==> src/rtl/mdio_master.sv <==
// mdio_master - parametrised MDIO (IEEE 802.3 Clause 22/45) management master.
//   Accepts one command at a time over a valid/ready handshake, serialises the
//   frame on MDC/MDIO via an external IOBUF and returns a one-cycle response.
// Parameters:
//   CLK_DIV     clk cycles per MDC half-period (>= 2)
//   PRE_LEN     preamble length in bits
//   C45_EN      non-zero enables Clause 45 frames
//   SYNC_STAGES flops in the mdio_i synchroniser
// Ports:
//   clk, reset           system clock, synchronous active-high reset
//   cmd_valid/cmd_ready  command handshake
//   cmd_c45, cmd_op, cmd_nopre, cmd_phyad, cmd_regad, cmd_wdata  command fields
//   rsp_valid, rsp_rdata, rsp_err   response (data/err held until next pulse)
//   busy                 transaction in progress
//   mdc, mdio_o, mdio_t, mdio_i     PHY management pins (mdio_t=1 releases)
module mdio_master #(
  parameter int unsigned CLK_DIV     = 25,
  parameter int unsigned PRE_LEN     = 32,
  parameter int unsigned C45_EN      = 1,
  parameter int unsigned SYNC_STAGES = 2
) (
  input  logic        clk,
  input  logic        reset,
  input  logic        cmd_valid,
  output logic        cmd_ready,
  input  logic        cmd_c45,
  input  logic [1:0]  cmd_op,
  input  logic        cmd_nopre,
  input  logic [4:0]  cmd_phyad,
  input  logic [4:0]  cmd_regad,
  input  logic [15:0] cmd_wdata,
  output logic        rsp_valid,
  output logic [15:0] rsp_rdata,
  output logic        rsp_err,
  output logic        busy,
  output logic        mdc,
  output logic        mdio_o,
  output logic        mdio_t,
  input  logic        mdio_i
);

  localparam int unsigned DW = $clog2(CLK_DIV + 1);
  localparam int unsigned BW = $clog2(((PRE_LEN > 32) ? PRE_LEN : 32) + 1);
  localparam logic [DW-1:0] DIV_LAST = DW'(CLK_DIV - 1);
  localparam logic [BW-1:0] PRE_LAST = BW'((PRE_LEN > 0) ? (PRE_LEN - 1) : 0);

  typedef enum logic [1:0] {S_IDLE, S_PRE, S_FRAME, S_DONE} state_t;

  state_t                 state_q;
  logic [SYNC_STAGES-1:0] sync_q;
  logic [DW-1:0]          div_q;
  logic [BW-1:0]          bit_q;
  logic [31:0]            frame_q;
  logic [15:0]            rdata_q;
  logic                   rd_q, ta_err_q;
  logic                   cmd_ready_q, busy_q, rsp_valid_q, rsp_err_q;
  logic [15:0]            rsp_rdata_q;
  logic                   mdc_q, mdio_o_q, mdio_t_q;

  logic        mdio_s;
  logic        cmd_rd, cmd_legal, cmd_pre;
  logic [31:0] cmd_frame;

  assign mdio_s    = sync_q[SYNC_STAGES-1];
  // C45 ops 10 (read-increment) and 11 (read) both turn the bus around.
  assign cmd_rd    = cmd_c45 ? cmd_op[1] : (cmd_op == 2'b10);
  assign cmd_legal = cmd_c45 ? (C45_EN != 0) : ((cmd_op == 2'b01) || (cmd_op == 2'b10));
  assign cmd_pre   = !cmd_nopre && (PRE_LEN != 0);
  assign cmd_frame = {(cmd_c45 ? 2'b00 : 2'b01), cmd_op, cmd_phyad, cmd_regad,
                      2'b10, cmd_wdata};

  assign cmd_ready = cmd_ready_q;
  assign busy      = busy_q;
  assign rsp_valid = rsp_valid_q;
  assign rsp_rdata = rsp_rdata_q;
  assign rsp_err   = rsp_err_q;
  assign mdc       = mdc_q;
  assign mdio_o    = mdio_o_q;
  assign mdio_t    = mdio_t_q;

  always_ff @(posedge clk) begin
    if (reset) begin
      state_q     <= S_IDLE;
      sync_q      <= '1;
      div_q       <= '0;
      bit_q       <= '0;
      frame_q     <= '0;
      rdata_q     <= '0;
      rd_q        <= 1'b0;
      ta_err_q    <= 1'b0;
      cmd_ready_q <= 1'b1;
      busy_q      <= 1'b0;
      rsp_valid_q <= 1'b0;
      rsp_rdata_q <= '0;
      rsp_err_q   <= 1'b0;
      mdc_q       <= 1'b0;
      mdio_o_q    <= 1'b1;
      mdio_t_q    <= 1'b1;
    end else begin
      sync_q[0] <= mdio_i;
      for (int unsigned i = 1; i < SYNC_STAGES; i++) sync_q[i] <= sync_q[i-1];
      rsp_valid_q <= 1'b0;

      case (state_q)
        S_IDLE: begin
          if (cmd_valid) begin
            cmd_ready_q <= 1'b0;
            busy_q      <= 1'b1;
            rd_q        <= cmd_rd;
            frame_q     <= cmd_frame;
            div_q       <= '0;
            bit_q       <= '0;
            rdata_q     <= '0;
            ta_err_q    <= 1'b0;
            if (!cmd_legal) begin
              // Rejected without touching the bus: respond on the next cycle.
              state_q     <= S_DONE;
              rsp_valid_q <= 1'b1;
              rsp_err_q   <= 1'b1;
              rsp_rdata_q <= '0;
            end else begin
              mdc_q    <= 1'b0;
              mdio_t_q <= 1'b0;
              if (cmd_pre) begin
                state_q  <= S_PRE;
                mdio_o_q <= 1'b1;
              end else begin
                state_q  <= S_FRAME;
                mdio_o_q <= cmd_frame[31];
              end
            end
          end
        end

        S_PRE, S_FRAME: begin
          if (div_q != DIV_LAST) begin
            div_q <= div_q + 1'b1;
          end else begin
            div_q <= '0;
            if (!mdc_q) begin
              // Rising MDC: sample the synchronised line for read frames.
              mdc_q <= 1'b1;
              if (state_q == S_FRAME && rd_q) begin
                if (bit_q == BW'(15)) ta_err_q <= mdio_s;
                if (bit_q >= BW'(16)) rdata_q <= {rdata_q[14:0], mdio_s};
              end
            end else begin
              // End of a bit period: falling MDC, present the next bit.
              mdc_q <= 1'b0;
              if (state_q == S_PRE) begin
                if (bit_q == PRE_LAST) begin
                  state_q  <= S_FRAME;
                  bit_q    <= '0;
                  mdio_o_q <= frame_q[31];
                end else begin
                  bit_q <= bit_q + 1'b1;
                end
              end else if (bit_q == BW'(31)) begin
                state_q     <= S_DONE;
                mdio_t_q    <= 1'b1;
                mdio_o_q    <= 1'b1;
                rsp_valid_q <= 1'b1;
                rsp_rdata_q <= rd_q ? rdata_q : 16'h0000;
                rsp_err_q   <= rd_q & ta_err_q;
              end else begin
                bit_q    <= bit_q + 1'b1;
                frame_q  <= {frame_q[30:0], 1'b1};
                mdio_o_q <= frame_q[30];
                // Bit 14 is the first turnaround bit: release for reads.
                if (rd_q && bit_q == BW'(13)) mdio_t_q <= 1'b1;
              end
            end
          end
        end

        default: begin  // S_DONE
          state_q     <= S_IDLE;
          cmd_ready_q <= 1'b1;
          busy_q      <= 1'b0;
        end
      endcase
    end
  end

endmodule

==> config.mk <==
export PLATFORM = sky130hd
export DESIGN_NAME = mdio_master
export DESIGN_NICKNAME = d
export VERILOG_FILES = /design/src/rtl/mdio_master.sv
export SDC_FILE = /design/constraint.sdc
export NUM_CORES = 1
export LEC_CHECK = 0
export CAP_MARGIN = 20
export CORE_MARGIN = 4
export CORE_UTILIZATION = 60
export DETAILED_ROUTE_END_ITERATION = 7
export GPL_ROUTABILITY_DRIVEN = 0
export PLACE_DENSITY_LB_ADDON = 0.15
export SLEW_MARGIN = 20
export SYNTH_ARGS = -nofsm -noshare
export SYNTH_HDL_FRONTEND = slang
export SYNTH_SLANG_ARGS = --single-unit
==> constraint.sdc <==
create_clock -name clk -period 4.87 [get_ports clk]
set_input_delay 0.7305 -clock clk [delete_from_list [all_inputs] [get_ports clk]]
set_output_delay 0.7305 -clock clk [all_outputs]
set_load 0.02 [all_outputs]
Yosys cells after proc, flatten, opt, wreduce, memory -nomap -nowiden --
Index checks and enable logic that the tools add are counted.
Cells by class: muxes and demuxes 85, $lt $le $gt $ge 1, bitwise gates (word level) 2, $add $sub $neg 2, equal/unequal tests 23, reduce and logical (&&, ||, !) cells 18
Operator list (number):
- $mux 16 | 12
- $mux 32 | 5
- $pmux 16 s2 | 2
- $pmux 32 s2 | 1
- $mux 1 | 38
- $mux 6 | 6
- $ne 2x2->1 const B | 12
- $reduce_and 6->1 | 4
- $mux 2 | 8
- $pmux 1 s2 | 8
- $reduce_and 7->1 | 2
- $eq 6x4->1 const B | 2
- $pmux 6 s2 | 1
- $mux 5 | 2
- $pmux 5 s2 | 1
- $ne 3x3->1 const B | 3
- $reduce_and 4->1 | 2
- $add 6x1->6 const B | 1
- $eq 6x5->1 const B | 1
- $ge 6x5->1 const B | 1
- $reduce_and 2->1 | 3
- $add 5x1->5 const B | 1
- $ne 5x5->1 const B | 1
- $reduce_and 5->1 | 1
- 10 further kinds | 13
Word-level totals: input port bits 34, bits in registers 88

Depth between registers and ports, before layout --
word-level depth 8, gate-level depth with buffers 10

Worst setup path before layout --
No wires, ideal clock.
path kind input to register, start point input cmd_op[0], end point register rsp_rdata_q[10] (netlist: rsp_rdata[10]), slack 2.465 ns, library setup time 0.121 ns, stages on the path 8, data arrival time 2.284 ns, buffers on the path 2, cell sequence inv_1 > ha_1 > nor2b_1 > a21boi_0 > or4_1 > buf_2 > buf_4 > mux2i_1
On the way: word-level cells in the longest chain between the ends 5, elaborated cells on any way between the ends 6
RTL lines:
- start: declaration | RTL line 27 | input logic [1:0] cmd_op,
- $eq 2x1->1 or $eq 2x2->1 (tied branches) | RTL line 67 | assign cmd_legal = cmd_c45 ? (C45_EN != 0) : ((cmd_op == 2'b01) || (cmd_op == 2'b10));
- $logic_or 1x1->1 (*) | RTL line 67
- $mux 1 (*) | RTL line 67
- $ne 2x2->1 (no source line) (*)
- $reduce_and 7->1 (no source line) (*)
- end signal: assignment | RTL line 163 | rsp_rdata_q <= rd_q ? rdata_q : 16'h0000;
- end: declaration | RTL line 57 | logic [15:0] rsp_rdata_q;
Mark *: on every way between the ends. The rest lies on a longest branch, timed or not. A chain may end at the register's enable or synchronous reset.

Final worst setup path --
start point input cmd_valid, end point register frame_q[8]
On the way: word-level cells in the longest chain between the ends 2
RTL lines:
- start: declaration | RTL line 24 | input logic cmd_valid,
- $ne 2x2->1 (no source line)
- $reduce_and 6->1 (no source line)
- end signal: assignment | RTL line 110 | frame_q <= cmd_frame;
- end signal: assignment | RTL line 167 | frame_q <= {frame_q[30:0], 1'b1};
- end: declaration | RTL line 53 | logic [31:0] frame_q;
Every way passes these cells.

==> results.toml <==
[detailed_routing]
wl_per_cell_um = 14.9
ant_nets = 0
first_pass_iters = 5
num_vias = 3693
via_per_inst = 5.78
first_iter_violations = 232
drt-total-wl_um = 9530
post-route-drc-count = 0

[synthesis]
ys_warn_count = 0
synthArstFlopShare_pct = 0
yosys_most_used_dff = "dfxtp_1"
synth_area_um2 = 4620
synth_cells = 502
ys_types = 58
syn_nets = 545
synth_area_per_cell_um2 = 9.20
ys_ff_latch = 88
synth_edf_count = 0
seq_area_frac_synth_pct = 38.1

[global_routing]
grt_max_degree = 67
gr-total-overflow = 0
grt_pass1_vias = 3482
grt_util_all_layers_pct = 21.9
grt_pass1_wl_um = 16000
antenna_found_initial = 0

[worst_setup_path]
regToRegSetupSlack_ns = 1.48
cpPeakStageDelay_ns = 0.81
cp.required_ns = 5.12
arrival_ns = 3.68
r2r_end = "rsp_rdata[13]$_SDFFE_PP0P_"
start_kind = "primary input"
slowest_stage = "a2111o_1"
path_class = "in -> reg"
cp_max_fo = 28
r2r_cells = 7
r2r-start = "state_q[1]$_SDFFE_PP0P_"
crit_start = "cmd_valid"
cp-end-kind = "register"
crit_chain = "clkdlybuf4s50_1 > nor2b_2 > a21o_1 > a2111o_1 > buf_4 > mux2_4"
crit_end = "frame_q[8]$_SDFFE_PP0P_"

[sta]
slew_headroom_pct = 27.9
drv_slew = 0
worst_pin_slew_ns = 1.08
finClkSkew_ns = 0.00888
fmax_mhz = 292
rsz0062_at_grt = "no"
setup_tns_ns = 0
hold_viol_final = 0
period_share_pct = 70.3
hold_ws_ns = 0.421
period_minus_slack_ns = 3.42
setup_violations = 0

[clock_tree]
cts-root-buf = "clkbuf_8"
post_cts_resized = 0
cts_num_sinks = 88
clk_pin_slew_worst_paths_ns = 0.09
htreeDepth = 3
cts_tree = "built"
post_cts_buffers = 0
cts_buffers = 9
clock_latency_ns = 0.37
ctsHoldBuffers = 0
clk_path_buf_depth = 2

[finish]
fin_nets = 578
final_area_um2 = 5330
nFillCells = 581
drive_gt1_share_pct = 10.7
antenna_cells = 0
area.growth.synth_to_final_pct = 15.4

[pwr]
power_uw = 3280
vdd_drop_max_mv = 0.550
p_leak_uw = 0.00201
powerDensity_nw_per_um2 = 616

[die]
dieArea_um2 = 9160
fp.dieW_um = 95.7
num_rows = 31
initial_core_util_pct = 62.7
pin_count = 57
core_um2 = 7370
die_y_um = 95.7

[place]
dpl_cell_area_um2 = 5120
numPortBuffers = 56
hpwl_um = 6260

[worst_hold_path]
hold_class = "reg -> reg"

[status]
status = "completed"

[flow_run]
drv_cap = 0
==> state kept, by name, indices dropped and copies added, names as in the netlist, 2 cells and up <==
signal     cells
bit_q          6
rdata_q       16
frame_q       32
state_q        2
sync_q         2
div_q          5
rsp_rdata     16
==> cells in the final DEF (no fill, tap or decap), types with 3 or more instances in the layout <==
cell type,instances
a211oi_1,4
a21oi_1,29
a221oi_1,3
buf_4,6
clkbuf_8,9
clkdlybuf4s50_1,55
clkinvlp_4,3
dfxtp_1,88
ha_1,8
inv_1,11
mux2_2,8
mux2_4,19
mux2i_1,50
nand2_1,29
nand2b_1,24
nand3_1,7
nand3b_1,3
nand4_1,20
nor2_1,41
nor2b_1,32
nor3_1,5
nor4b_1,3
o21ai_0,27
or4_1,4
xnor2_1,4
==> cell usage after synthesis, types with 3 or more instances <==
master	n	area [um2]
dfxtp_1	88	1760
mux2i_1	50	500
nor2_1	41	154
nor2b_1	32	200
a21oi_1	29	145
nand2_1	29	109
o21ai_0	27	135
clkbuf_1	26	97.6
nand2b_1	24	150
nand4_1	20	125
mux2_4	19	285
inv_1	11	41.3
ha_1	9	113
mux2_2	8	90.1
nand3_1	7	35.0
buf_2	6	30.0
nor3_1	5	25.0
a211oi_1	4	30.0
or4_1	4	30.0
xnor2_1	4	35.0
a221oi_1	3	26.3
buf_6	3	33.8
nand3b_1	3	22.5
nor4b_1	3	26.3
==> critical path: cells and delay by family <==
kind                   cells  cell delay [ns]
AOI/OAI and AO/OA          2             1.46
muxes                      1             0.31
and+or+nand+nor            1             0.34
buffers and inverters      2             0.84
==> worst min-delay path by stage <==
stage                                      end  slack (ns)            startpoint  cells after the start
after floorplan           sync_q[1]$_SDFF_PP1_        0.39  sync_q[0]$_SDFF_PP1_                      1
after global placement    sync_q[1]$_SDFF_PP1_        0.40  sync_q[0]$_SDFF_PP1_                      1
after detailed placement  sync_q[1]$_SDFF_PP1_        0.40  sync_q[0]$_SDFF_PP1_                      1
after CTS                 sync_q[1]$_SDFF_PP1_        0.43  sync_q[0]$_SDFF_PP1_                      1
after global routing      sync_q[1]$_SDFF_PP1_        0.45  sync_q[0]$_SDFF_PP1_                      1
final                     sync_q[1]$_SDFF_PP1_        0.42  sync_q[0]$_SDFF_PP1_                      1
==> power by group <==
group / leakage [uW] / internal, uW / switching, uW
Clock: 0.0000925 / 241 / 281
Combinational: 0.00121 / 773 / 1030
Sequential: 0.000715 / 870 / 88.3
Total: 0.00201 / 1880 / 1400
==> metal layers <==
layer,up-vias,track usage [%],part of all wire (%),wire (um)
met1,1748,28.6,45,4250
met3,12,5.32,4.6,441
met4,0,6.87,1.2,119
met2,85,35.7,50,4720
li1,1848,-,-,-
met5,-,0,0,0
==> kinds of logic (layout without fill, tap and decap cells) <==
family / Yosys count / after routing / share of synthesized area, %
simple gates: 182 / 182 / 21.3
compound gates: 91 / 91 / 12.7
flops: 88 / 88 / 38.1
mux: 77 / 77 / 19.0
buf+inv: 51 / 89 / 5.66
fa+ha+maj: 9 / 9 / 2.44
xor+xnor: 4 / 4 / 0.759
==> cell type report <==
cell class | count | area, um2 | area share, %
clock buffer | 9 | 124 | 2.32
clock inverter | 7 | 78.8 | 1.48
inverter | 11 | 41.3 | 0.775
multi-input combinational | 363 | 2600 | 48.7
sequential | 88 | 1760 | 33.1
tap | 99 | 124 | 2.32
timing repair buffer | 62 | 603 | 11.3
==> metrics by stage <==
step	cells	util [%]	setup slack [ns]
3_3_place_gp	622	69.5	1.13
4_1_cts	638	72.2	1.46
5_1_grt	639	72.3	1.21
6_report	639	72.3	1.45
2_1_floorplan	502	-	2.47
3_5_place_dp	622	69.5	1.08
No activity file was read; power rests on OpenSTA's default activity.
